==> src/rtl/pipe_pkg.sv <==
// ---------------------------------------------------------------------------
// pipe_pkg
//   Shared constants for the 5-stage CPU pipeline registers: architectural
//   widths, EX/MEM control-bit positions and per-stage payload widths.
//   A small typed view of the EX/MEM control bits and a packing helper are
//   provided so stage logic does not hard-code bit positions.
// ---------------------------------------------------------------------------
package pipe_pkg;

  localparam int XLEN          = 32;
  localparam int REG_ADDR_W    = 5;

  // EX/MEM control bits
  localparam int EX_MEM_CTRL_W = 4;
  localparam int CTRL_REGWRITE = 0;
  localparam int CTRL_MEMTOREG = 1;
  localparam int CTRL_MEMREAD  = 2;
  localparam int CTRL_MEMWRITE = 3;

  // Per-stage data payload widths
  localparam int IF_ID_DATA_W  = 2 * XLEN;                    // pc + instr
  localparam int ID_EX_DATA_W  = 4 * XLEN + 3 * REG_ADDR_W;   // pc, rs1/rs2 vals, imm, rs1/rs2/rd
  localparam int EX_MEM_DATA_W = 2 * XLEN + REG_ADDR_W;       // alu_out + rs2 + rd = 69
  localparam int MEM_WB_DATA_W = 2 * XLEN + REG_ADDR_W;       // mem_data + alu_out + rd

  // First member is the MSB, so regwrite lands on bit 0.
  typedef struct packed {
    logic memwrite;
    logic memread;
    logic memtoreg;
    logic regwrite;
  } ex_mem_ctrl_t;

  function automatic logic [EX_MEM_CTRL_W-1:0] pack_ex_mem_ctrl(
    input logic regwrite,
    input logic memtoreg,
    input logic memread,
    input logic memwrite
  );
    logic [EX_MEM_CTRL_W-1:0] c;
    c                = '0;
    c[CTRL_REGWRITE] = regwrite;
    c[CTRL_MEMTOREG] = memtoreg;
    c[CTRL_MEMREAD]  = memread;
    c[CTRL_MEMWRITE] = memwrite;
    return c;
  endfunction

endpackage

==> src/rtl/pipe_skid_buf.sv <==
// ---------------------------------------------------------------------------
// pipe_skid_buf
//   One-entry skid buffer sitting in front of the stage output register.
//   ready_o is a flop, so there is no combinational path from the downstream
//   ready back to the upstream ready. A beat that arrives while the output
//   register is holding is parked here; on the next output load the parked
//   beat is handed over before any new upstream beat.
//   Used only when PIPE_SKID_BUF_EN is defined.
// Ports
//   clk_i, rst_i       clock, synchronous active-low reset
//   flush_i            empty the entry, re-open ready
//   valid_i/ctrl_i/data_i  upstream beat
//   out_load_i         output register loads this edge (!valid_o || ready_i)
//   ready_o            registered: entry is empty
//   skid_valid_o/ctrl_o/data_o  parked beat
// ---------------------------------------------------------------------------
module pipe_skid_buf
  import pipe_pkg::*;
#(
  parameter int CTRL_W = EX_MEM_CTRL_W,
  parameter int DATA_W = EX_MEM_DATA_W
) (
  input  logic              clk_i,
  input  logic              rst_i,
  input  logic              flush_i,
  input  logic              valid_i,
  input  logic [CTRL_W-1:0] ctrl_i,
  input  logic [DATA_W-1:0] data_i,
  input  logic              out_load_i,
  output logic              ready_o,
  output logic              skid_valid_o,
  output logic [CTRL_W-1:0] skid_ctrl_o,
  output logic [DATA_W-1:0] skid_data_o
);

  logic              skid_valid_d, skid_valid_q;
  logic [CTRL_W-1:0] skid_ctrl_d,  skid_ctrl_q;
  logic [DATA_W-1:0] skid_data_d,  skid_data_q;
  logic              ready_d,      ready_q;
  logic              accept;

  assign accept = valid_i && ready_q;

  always_comb begin
    skid_valid_d = skid_valid_q;
    skid_ctrl_d  = skid_ctrl_q;
    skid_data_d  = skid_data_q;
    if (flush_i) begin
      skid_valid_d = 1'b0;
      skid_ctrl_d  = '0;
    end else if (out_load_i) begin
      // Either the parked beat moves to the output now, or the entry was
      // empty and the upstream beat bypasses straight to the output.
      skid_valid_d = 1'b0;
    end else if (accept) begin
      skid_valid_d = 1'b1;
      skid_ctrl_d  = ctrl_i;
      skid_data_d  = data_i;
    end
    ready_d = !skid_valid_d;
  end

  always_ff @(posedge clk_i) begin
    if (!rst_i) begin
      skid_valid_q <= 1'b0;
      skid_ctrl_q  <= '0;
      skid_data_q  <= '0;
      ready_q      <= 1'b1;
    end else begin
      skid_valid_q <= skid_valid_d;
      skid_ctrl_q  <= skid_ctrl_d;
      skid_data_q  <= skid_data_d;
      ready_q      <= ready_d;
    end
  end

  assign ready_o      = ready_q;
  assign skid_valid_o = skid_valid_q;
  assign skid_ctrl_o  = skid_ctrl_q;
  assign skid_data_o  = skid_data_q;

endmodule

==> src/rtl/pipe_stage_reg.sv <==
// ---------------------------------------------------------------------------
// pipe_stage_reg
//   Generic inter-stage pipeline register with valid/ready handshake, flush
//   (bubble insertion), saturating back-pressure counter and an optional
//   skid buffer. Control bits are forced to zero on every bubble; data bits
//   are held and are don't-care while valid_o is low.
//   Build option: define PIPE_SKID_BUF_EN to register ready_o through a
//   one-entry skid buffer; otherwise ready_o = !valid_o || ready_i.
// Ports
//   clk_i, rst_i        clock, synchronous active-low reset
//   valid_i, ready_o    upstream handshake
//   ctrl_i, data_i      upstream payload
//   flush_i             kill stage contents
//   valid_o, ready_i    downstream handshake
//   ctrl_o, data_o      registered payload (ctrl_o zero when !valid_o)
//   stall_cnt_o         saturating count of cycles with valid_o && !ready_i
// ---------------------------------------------------------------------------
module pipe_stage_reg
  import pipe_pkg::*;
#(
  parameter int CTRL_W   = EX_MEM_CTRL_W,
  parameter int DATA_W   = EX_MEM_DATA_W,
  parameter int STALL_CW = 16
) (
  input  logic                clk_i,
  input  logic                rst_i,
  input  logic                valid_i,
  output logic                ready_o,
  input  logic [CTRL_W-1:0]   ctrl_i,
  input  logic [DATA_W-1:0]   data_i,
  input  logic                flush_i,
  output logic                valid_o,
  input  logic                ready_i,
  output logic [CTRL_W-1:0]   ctrl_o,
  output logic [DATA_W-1:0]   data_o,
  output logic [STALL_CW-1:0] stall_cnt_o
);

  logic                valid_d,     valid_q;
  logic [CTRL_W-1:0]   ctrl_d,      ctrl_q;
  logic [DATA_W-1:0]   data_d,      data_q;
  logic [STALL_CW-1:0] stall_cnt_d, stall_cnt_q;

  logic                out_load;
  logic                src_valid;
  logic [CTRL_W-1:0]   src_ctrl;
  logic [DATA_W-1:0]   src_data;

  // Output register may take a new value when empty or when its beat leaves.
  assign out_load = !valid_q || ready_i;

`ifdef PIPE_SKID_BUF_EN
  logic              skid_ready;
  logic              skid_valid;
  logic [CTRL_W-1:0] skid_ctrl;
  logic [DATA_W-1:0] skid_data;

  pipe_skid_buf #(
    .CTRL_W (CTRL_W),
    .DATA_W (DATA_W)
  ) u_skid (
    .clk_i        (clk_i),
    .rst_i        (rst_i),
    .flush_i      (flush_i),
    .valid_i      (valid_i),
    .ctrl_i       (ctrl_i),
    .data_i       (data_i),
    .out_load_i   (out_load),
    .ready_o      (skid_ready),
    .skid_valid_o (skid_valid),
    .skid_ctrl_o  (skid_ctrl),
    .skid_data_o  (skid_data)
  );

  // A parked beat is older than anything upstream, so it always goes first.
  // While it is parked ready_o is low, so no upstream beat is lost.
  assign src_valid = skid_valid ? 1'b1      : valid_i;
  assign src_ctrl  = skid_valid ? skid_ctrl : ctrl_i;
  assign src_data  = skid_valid ? skid_data : data_i;
  assign ready_o   = skid_ready;
`else
  assign src_valid = valid_i;
  assign src_ctrl  = ctrl_i;
  assign src_data  = data_i;
  assign ready_o   = out_load;
`endif

  always_comb begin
    valid_d     = valid_q;
    ctrl_d      = ctrl_q;
    data_d      = data_q;
    stall_cnt_d = stall_cnt_q;

    // Counter looks only at the current handshake state; flush does not
    // touch it.
    if (valid_q && !ready_i && (stall_cnt_q != '1)) begin
      stall_cnt_d = stall_cnt_q + STALL_CW'(1);
    end

    if (flush_i) begin
      valid_d = 1'b0;
      ctrl_d  = '0;
    end else if (out_load) begin
      valid_d = src_valid;
      if (src_valid) begin
        ctrl_d = src_ctrl;
        data_d = src_data;
      end else begin
        // Bubble: control cleared, data left as it was.
        ctrl_d = '0;
      end
    end
  end

  always_ff @(posedge clk_i) begin
    if (!rst_i) begin
      valid_q     <= 1'b0;
      ctrl_q      <= '0;
      data_q      <= '0;
      stall_cnt_q <= '0;
    end else begin
      valid_q     <= valid_d;
      ctrl_q      <= ctrl_d;
      data_q      <= data_d;
      stall_cnt_q <= stall_cnt_d;
    end
  end

  assign valid_o     = valid_q;
  assign ctrl_o      = ctrl_q;
  assign data_o      = data_q;
  assign stall_cnt_o = stall_cnt_q;

endmodule

==> config.mk <==
export PLATFORM = sky130hd
export DESIGN_NAME = pipe_stage_reg
export DESIGN_NICKNAME = d
export VERILOG_FILES = /design/src/rtl/pipe_pkg.sv /design/src/rtl/pipe_skid_buf.sv /design/src/rtl/pipe_stage_reg.sv
export SDC_FILE = /design/constraint.sdc
export NUM_CORES = 1
export LEC_CHECK = 0
export CAP_MARGIN = 40
export CORE_UTILIZATION = 43
export DETAILED_ROUTE_END_ITERATION = 6
export PLACE_DENSITY = 0.95
export SYNTH_ARGS = -nofsm -noshare
export SYNTH_HDL_FRONTEND = slang
export SYNTH_SLANG_ARGS = --single-unit
==> constraint.sdc <==
create_clock -name clk_i -period 4.6 [get_ports clk_i]
set_clock_uncertainty 0.05 [all_clocks]
set_input_delay 0.92 -clock clk_i [delete_from_list [all_inputs] [get_ports clk_i]]
set_output_delay 0.92 -clock clk_i [all_outputs]
set_load 0.02 [all_outputs]
==> impl_metrics.env, run 1 <==
export IMPL_cts_setup_buffers=0
export IMPL_setup_viol_count_final=0
export IMPL_drtIter0Drc=100
export IMPL_worstPathArrival_ns=2.38
export IMPL_r2r_setup_slack_ns=2.27
export IMPL_final_common_cell="clkdlybuf4s50_1"
export IMPL_num_antenna_cells=0
export IMPL_syn_cell_area_sq_mm=0.00337
export IMPL_synthAdderAreaFrac_pct=0.371
export IMPL_muxShareOfSynthArea_pct=0.297
export IMPL_fin_setup_tns_ns=0
export IMPL_max_slew_worst_pin_slew_ns=0.797
export IMPL_hold_ws_ns=0.408
export IMPL_critPathKind="in -> out"
export IMPL_synth_top_family_by_area="simple AND/OR/NAND/NOR gates"
export IMPL_cp_start_kind="input pin"
export IMPL_clkSinkCount=90
export IMPL_tritoncts="done"
export IMPL_grt_pass1_wl_mm=15.7
export IMPL_drive_above_1_share_pct=5.47
export IMPL_timing_slew_headroom_pct=46.6
export IMPL_cts_resized=0
export IMPL_synth_compound_area_share_pct=16.0
export IMPL_avgViaCountPerCell=5.11
export IMPL_synth_area_leader_cell="dfxtp_1"
export IMPL_synth_top_area_share_pct=53.5
export IMPL_synth_xor_area_share_pct=0
export IMPL_drv_cap=0
export IMPL_htreeDepth=3
export IMPL_insertion_delay_ns=0.34
export IMPL_hold_violations=0
export IMPL_gp_congestion=0.822
export IMPL_totalWireLength_mm=9.72
export IMPL_hpwl_mm=7.18
export IMPL_ant_nets=0
export IMPL_synth_ff_type="dfxtp_1"
export IMPL_wire_per_inst_microns=14.2
export IMPL_fin_area_sq_mm=0.00536
export IMPL_dpl_cell_area_sq_mm=0.00514
export IMPL_numCtsBuffers=9
export IMPL_hold_depth=2
export IMPL_area_growth_pct=59.1
export IMPL_drc_errors=0
export IMPL_synthDistinctLibCells=38
export IMPL_run_status="finished, final reports clean"
export IMPL_ir_drop_uv=210
export IMPL_ys_ff_latch=90
export IMPL_period_share_pct=72.8
export IMPL_die_height_microns=90.5
export IMPL_synth_edf_count=0
export IMPL_cts_hold_buffers=0
export IMPL_critPathRequiredTime_ns=3.63
export IMPL_place_inst=667
export IMPL_rsz0062_at_grt="no"
export IMPL_synthTopCellsByArea="dfxtp_1, nand2_1, a21oi_1"
export IMPL_syn_nets=497
export IMPL_finalNetCount=659
export IMPL_synthArstFlopShare_pct=0
export IMPL_coreArea_sq_mm=0.00741
export IMPL_numPortBuffers=168
export IMPL_p_leak_uw=0.00187
export IMPL_clkTransAtPathRegs_ns=0.09
export IMPL_synth_cells=418
export IMPL_dieWidth_microns=90.5
export IMPL_p_per_area_mw_per_mm2=303
export IMPL_hold_class="reg -> reg"
export IMPL_grt_max_degree=47
export IMPL_power_uw=1630
export IMPL_end_kind="output pin"
export IMPL_grtUsageTotal_pct=23.3
export IMPL_avgSynthCellArea_sq_um=8.06
export IMPL_synth_seq_area_share_pct=53.5
export IMPL_rr_startpoint="valid_o"
export IMPL_ff2ff_path_depth=6
export IMPL_die_area_sq_mm=0.00819
export IMPL_grt_pass1_vias=3472
export IMPL_cts_buffer_depth=2
export IMPL_fin_cells=684
export IMPL_dr_total_vias=3497
export IMPL_first_pass_iters=4
export IMPL_start_util_pct=45.5
export IMPL_cts_root_buffer="clkbuf_8"
export IMPL_timing_rr_end="data_o[19]"
export IMPL_yosysWarnings=0
export IMPL_startpoint="ready_i"
export IMPL_drv_slew=0
export IMPL_final_cell_mix="clkdlybuf4s50_1, nand2_1, dfxtp_1, a21oi_1, clkbuf_8"
export IMPL_pin_count=169
export IMPL_rows=31
export IMPL_fmax_mhz=299
export IMPL_crit_fanout=9
export IMPL_fin_crit_ns=3.35
export IMPL_setup_worst_path_end="ready_o"
export IMPL_antenna_found_initial=0
export IMPL_synth_simple_area_share_pct=26.0
export IMPL_grt_ovfl_total=0
==> worst min-delay path by stage <==
stage	start	endpoint	slack [ns]
finish	data_o[63]	data_o[63]	0.41
global route	data_o[33]	data_o[33]	0.42
CTS	data_o[63]	data_o[63]	0.41
detailed placement	data_o[54]	data_o[54]	0.40
global placement	data_o[28]	data_o[28]	0.39
floorplan	ctrl_o[0]	ctrl_o[0]	0.48
==> synthesized netlist by cell type (all sizes together) (2+ instances only) <==
library cell / number
or4: 4
inv: 4
o31ai: 4
nand2: 150
buf: 9
nand3: 8
a21oi: 83
a31oi: 3
nor3b: 3
dfxtp: 90
o21a: 2
or3: 6
o21ai: 7
clkbuf: 15
nor2: 4
nor4: 4
nand4: 5
o31a: 2
==> state kept, by name (all words and copies together), names as in the netlist <==
register / flops
data_o: 69
stall_cnt_o: 16
ctrl_o: 4
valid_o: 1
==> cell type report <==
type	count	area [sq um]
flip-flops and latches	90	1800
fillers	556	2050
clock inverters	5	61.3
repair buffers	176	1760
inverters	5	18.8
well taps	99	124
multi-input cells	298	1440
clock buffers	11	151
==> where the power goes <==
group	switching [uW]	internal, uW	leakage [uW]	total [uW]
combinational	115	130	0.00104	245
sequential	15.8	808	0.000733	824
clock	275	283	0.0000982	558
==> worst max-delay path: stages <==
cell and delay [ns]:
clkdlybuf4s50_1 0.44, nor2b_1 0.17, clkinv_1 0.24, clkdlybuf4s50_1 0.61
==> per-layer routing <==
layer	up-vias	wire length [microns]	track usage, %
met1	1609	3860	26.1
met4	0	299	10.8
li1	1730	-	-
met3	26	637	5.22
met2	132	4920	41.7
met5	-	0	0
==> per-stage QoR <==
step / setup WS (ns) / utilization (%)
after floorplan: 2.17 / -
after global placement: 1.29 / 69.1
after detailed placement: 1.26 / 69.4
after CTS: 1.26 / 72.3
after global routing: 1.19 / 72.4
final: 1.25 / 72.4
==> logic make-up (layout without fill, tap and decap cells) <==
logic type,count (synthesis),count (layout)
AND/OR/NAND/NOR,194,194
flip-flops,90,90
AO/OA/AOI/OAI,102,102
adder cells (fa/ha/maj),1,1
buffers and inverters,30,197
multiplexers,1,1
Power figures use the tool's default switching activity.
==> run 2: changes to the inputs <==
--- a/config.mk
+++ b/config.mk
@@ -6,9 +6,9 @@
 export NUM_CORES = 1
 export LEC_CHECK = 0
 export CAP_MARGIN = 40
-export CORE_UTILIZATION = 43
+export CORE_UTILIZATION = 40
 export DETAILED_ROUTE_END_ITERATION = 6
-export PLACE_DENSITY = 0.95
+export PLACE_DENSITY = 0.9
 export SYNTH_ARGS = -nofsm -noshare
 export SYNTH_HDL_FRONTEND = slang
 export SYNTH_SLANG_ARGS = --single-unit
==> constraint.sdc (replaced) <==
create_clock -name clk_i -period 3.15 [get_ports clk_i]
set_clock_uncertainty 0.05 [all_clocks]
set_input_delay 0.63 -clock clk_i [delete_from_list [all_inputs] [get_ports clk_i]]
set_output_delay 0.63 -clock clk_i [all_outputs]
set_load 0.02 [all_outputs]
==> impl_metrics.env, run 2 (synthesized netlist as in run 1, its figures left out) <==
export IMPL_run_status="finished, final reports clean"
export IMPL_critPathRequiredTime_ns=2.47
export IMPL_hold_violations=0
export IMPL_htreeDepth=3
export IMPL_rsz0062_at_grt="no"
export IMPL_hold_class="reg -> reg"
export IMPL_hpwl_mm=6.95
export IMPL_grtUsageTotal_pct=21.3
export IMPL_finalNetCount=661
export IMPL_grt_max_degree=41
export IMPL_grt_ovfl_total=0
export IMPL_max_slew_worst_pin_slew_ns=0.562
export IMPL_tritoncts="done"
export IMPL_end_kind="output pin"
export IMPL_cp_start_kind="input pin"
export IMPL_timing_slew_headroom_pct=62.2
export IMPL_grt_pass1_vias=3419
export IMPL_top_layer="met4"
export IMPL_fin_setup_tns_ns=0
export IMPL_pin_count=169
export IMPL_start_util_pct=41.2
export IMPL_period_share_pct=83.3
export IMPL_grt_pass1_wl_mm=14.8
export IMPL_fmax_mhz=381
export IMPL_numPortBuffers=168
export IMPL_dieWidth_microns=93.8
export IMPL_fin_crit_ns=2.62
export IMPL_p_per_area_mw_per_mm2=449
export IMPL_totalWireLength_mm=9.56
export IMPL_insertion_delay_ns=0.34
export IMPL_largest_reg_flops=69
export IMPL_wl_met1_mm=3.84
export IMPL_wire_per_inst_microns=13.8
export IMPL_cts_resized=0
export IMPL_numCtsBuffers=9
export IMPL_cts_root_buffer="clkbuf_8"
export IMPL_power_uw=2430
export IMPL_drc_errors=0
export IMPL_critPathKind="in -> out"
export IMPL_drtIter0Drc=72
export IMPL_num_antenna_cells=0
export IMPL_crit_fanout=3
export IMPL_dpl_cell_area_sq_mm=0.00517
export IMPL_cts_hold_buffers=0
export IMPL_drive_above_1_share_pct=5.79
export IMPL_area_growth_pct=60.3
export IMPL_fin_area_sq_mm=0.00540
export IMPL_met3_length_microns=536
export IMPL_clkSinkCount=90
export IMPL_rows=33
export IMPL_cts_setup_buffers=0
export IMPL_setup_viol_count_final=0
export IMPL_die_height_microns=93.8
export IMPL_ir_drop_uv=375
export IMPL_cts_buffer_depth=2
export IMPL_clkTransAtPathRegs_ns=0.08
export IMPL_coreArea_sq_mm=0.00818
export IMPL_gp_congestion=0.749
export IMPL_final_common_cell="clkdlybuf4s50_1"
export IMPL_ant_nets=0
export IMPL_drv_cap=0
export IMPL_worstPathArrival_ns=1.94
export IMPL_drv_slew=0
export IMPL_avgViaCountPerCell=5.01
export IMPL_wl_met2_mm=5.03
export IMPL_final_cell_mix="clkdlybuf4s50_1, nand2_1, dfxtp_1, a21oi_1, clkbuf_8"
export IMPL_p_leak_uw=0.00190
export IMPL_antenna_found_initial=0
export IMPL_dr_total_vias=3466
export IMPL_die_area_sq_mm=0.00879
export IMPL_first_pass_iters=4
run 2: power by group:
group / internal [uW] / switching, uW / total [uW]
clock: 470 / 394 / 864
sequential: 1180 / 22.9 / 1200
combinational: 192 / 166 / 358
run 2: final cells by class:
type                            count  area [sq um]
Sequential cell                    90          1800
Clock buffer                       10           138
Fill cell                         688          2770
Multi-Input combinational cell    298          1440
Tap cell                          105           131
Timing Repair Buffer              178          1780
Inverter                            5          18.8
Clock inverter                      6          90.1
run 2: critical path, stage by stage:
cell	delay (ns)
clkdlybuf4s50_1	0.44
nor2b_1	0.21
clkinv_1	0.12
clkdlybuf4s50_1	0.54
run 2: per-stage QoR:
step                utilization [%]  setup WS (ns)  cells  hold slack (ns)
finish                         66.1          0.527    692            0.408
global route                   66.1          0.479    692            0.424
CTS                            66.0          0.526    691            0.409
detailed placement             63.2          0.536    675            0.396
global placement               63.2          0.597    675            0.392
floorplan                         -           1.12    418            0.479
run 2: routing by layer:
layer / up-vias / global-route usage [%]
met5: - / 0
met4: 0 / 7.82
met3: 12 / 6.31
met2: 118 / 40.2
met1: 1606 / 21.9
li1: 1730 / -
run 2: final timing paths:
| kind | start | to | slack, ns | cells after the start |
|---|---|---|---|---|
| worst max register to register | valid_o | data_o[60] | 1.16 | 7 |
| worst max-delay path | ready_i | ready_o | 0.53 | 4 |
| worst min-delay path | data_o[44] | data_o[44] | 0.41 | 2 |
| worst min register to register | data_o[44] | data_o[44] | 0.41 | 2 |
==> run 3: changes to the inputs <==
--- a/config.mk
+++ b/config.mk
@@ -6,9 +6,9 @@
 export NUM_CORES = 1
 export LEC_CHECK = 0
 export CAP_MARGIN = 40
-export CORE_UTILIZATION = 40
+export CORE_UTILIZATION = 36
 export DETAILED_ROUTE_END_ITERATION = 6
-export PLACE_DENSITY = 0.9
+export PLACE_DENSITY = 0.86
 export SYNTH_ARGS = -nofsm -noshare
 export SYNTH_HDL_FRONTEND = slang
 export SYNTH_SLANG_ARGS = --single-unit
==> constraint.sdc (replaced) <==
create_clock -name clk_i -period 2.3 [get_ports clk_i]
set_clock_uncertainty 0.05 [all_clocks]
set_input_delay 0.46 -clock clk_i [delete_from_list [all_inputs] [get_ports clk_i]]
set_output_delay 0.46 -clock clk_i [all_outputs]
set_load 0.02 [all_outputs]
==> impl_metrics.env, run 3 (synthesized netlist as in run 1, its figures left out) <==
export IMPL_start_util_pct=37.9
export IMPL_finalNetCount=664
export IMPL_avgViaCountPerCell=4.97
export IMPL_cts_root_buffer="clkbuf_8"
export IMPL_r2r_setup_slack_ns=0.40
export IMPL_max_slew_worst_pin_slew_ns=0.418
export IMPL_drive_above_1_share_pct=6.10
export IMPL_rr_startpoint="stall_cnt_o[1]"
export IMPL_drv_cap=0
export IMPL_setup_ws_ns=0.295
export IMPL_numPortBuffers=168
export IMPL_fin_crit_ns=2.01
export IMPL_clkSinkCount=90
export IMPL_htreeDepth=3
export IMPL_hold_class="reg -> reg"
export IMPL_fin_cells=698
export IMPL_power_frac_clock_pct=33.2
export IMPL_first_pass_iters=4
export IMPL_period_share_pct=87.2
export IMPL_critPathRequiredTime_ns=1.79
export IMPL_final_cell_mix="clkdlybuf4s50_1, nand2_1, dfxtp_1, a21oi_1, clkbuf_8"
export IMPL_die_height_microns=98.7
export IMPL_p_per_area_mw_per_mm2=591
export IMPL_grt_pass1_vias=3341
export IMPL_cpLargestDelayFamily="buffers and inverters"
export IMPL_run_status="finished, final reports clean"
export IMPL_hold_depth=2
export IMPL_largest_reg_flops=69
export IMPL_cpMaxStageDelayCell="clkdlybuf4s50_1"
export IMPL_path_buf_inv=1
export IMPL_timing_rr_end="stall_cnt_o[10]"
export IMPL_max_stage_delay_ns=0.66
export IMPL_fin_setup_tns_ns=0
export IMPL_seqPwrFrac_pct=51.1
export IMPL_num_antenna_cells=0
export IMPL_ff2ff_path_depth=5
export IMPL_dr_total_vias=3472
export IMPL_place_ws_ns=0.0535
export IMPL_antenna_found_initial=0
export IMPL_timing_slew_headroom_pct=72.1
export IMPL_internal_power_uw=2400
export IMPL_ant_nets=0
export IMPL_dieWidth_microns=98.7
export IMPL_sw_frac_of_total_pct=25.6
export IMPL_insertion_delay_ns=0.35
export IMPL_gp_congestion=0.805
export IMPL_tritoncts="done"
export IMPL_ir_drop_uv=353
export IMPL_clkTransAtPathRegs_ns=0.09
export IMPL_final_common_cell="clkdlybuf4s50_1"
export IMPL_p_leak_uw=0.00190
export IMPL_end_kind="output pin"
export IMPL_grtUsageTotal_pct=19.1
export IMPL_totalWireLength_mm=9.44
export IMPL_crit_chain="clkdlybuf4s50_1"
export IMPL_fmax_mhz=499
export IMPL_drv_slew=0
export IMPL_critPathKind="reg -> out"
export IMPL_cts_buffer_depth=2
export IMPL_cp_start_kind="flop"
export IMPL_numCtsBuffers=9
export IMPL_grt_max_degree=42
export IMPL_worstHoldStart="data_o[17]"
export IMPL_hold_violations=0
export IMPL_place_inst=682
export IMPL_pin_count=169
export IMPL_register_area_sq_mm=0.00180
export IMPL_rsz0062_at_grt="no"
export IMPL_crit_fanout=7
export IMPL_cts_setup_buffers=0
export IMPL_hpwl_mm=6.80
export IMPL_cts_hold_buffers=0
export IMPL_setup_viol_count_final=0
export IMPL_rows=34
export IMPL_wire_per_inst_microns=13.5
export IMPL_grt_pass1_wl_mm=15.1
export IMPL_drc_errors=0
export IMPL_multi_input_area_sq_mm=0.00144
export IMPL_area_growth_pct=61.7
export IMPL_die_area_sq_mm=0.00975
export IMPL_drtIter0Drc=97
export IMPL_coreArea_sq_mm=0.00889
export IMPL_p_switching_uw=824
export IMPL_pwr_share_comb_pct=15.7
export IMPL_cts_resized=0
export IMPL_grt_ovfl_total=0
export IMPL_power_uw=3220
export IMPL_worstPathArrival_ns=1.50
export IMPL_holdPathEnd="data_o[17]"
export IMPL_fillers=732
-- run 3: worst max-delay path by stage --
stage | cells past startpoint | from | to | slack [ns]
floorplan | 8 | valid_o | data_o[42] | 0.39
global placement | 4 | ready_i | ready_o | 0.07
detailed placement | 4 | ready_i | ready_o | 0.05
CTS | 4 | ready_i | ready_o | 0.05
global route | 1 | stall_cnt_o[13] | stall_cnt_o[13] | 0.23
finish | 1 | stall_cnt_o[7] | stall_cnt_o[7] | 0.29
-- run 3: layer usage --
metal | GRT usage [%] | vias up | wire length [microns]
li1 | - | 1738 | -
met2 | 33.5 | 133 | 4650
met3 | 5.89 | 17 | 748
met5 | 0 | - | 0
met4 | 7.58 | 0 | 188
met1 | 21.7 | 1584 | 3850
-- run 3: cell type report --
type                       instances  area share (%)
tap                              108            2.48
clock buffer                      10            2.34
inverter                           5           0.344
clock inverter                     6            1.22
timing repair buffer             181            34.1
sequential                        90            33.1
multi-input combinational        298            26.5
-- run 3: power groups by stage --
| stage | combinational [uW] | sequential (uW) | clock [uW] |
|---|---|---|---|
| finish | 505 | 1650 | 1070 |
| global route | 541 | 1660 | 1170 |
| CTS | 508 | 1650 | 1100 |
| detailed placement | 506 | 1680 | 0 |
| global placement | 499 | 1680 | 0 |
| floorplan | 126 | 1750 | 0 |
-- run 3: per-stage QoR --
step	hold slack (ns)	cell area, sq um	util (%)
after floorplan	0.479	3370	-
after CTS	0.407	5450	61.3
after global placement	0.390	5250	59.1
after global routing	0.421	5450	61.3
after detailed placement	0.396	5250	59.1
final	0.405	5450	61.3
-- run 3: worst min-delay path, stage by stage (launching register included) --
cell and delay [ns]:
dfxtp_1 0.31, nand2_1 0.05, a21oi_1 0.05
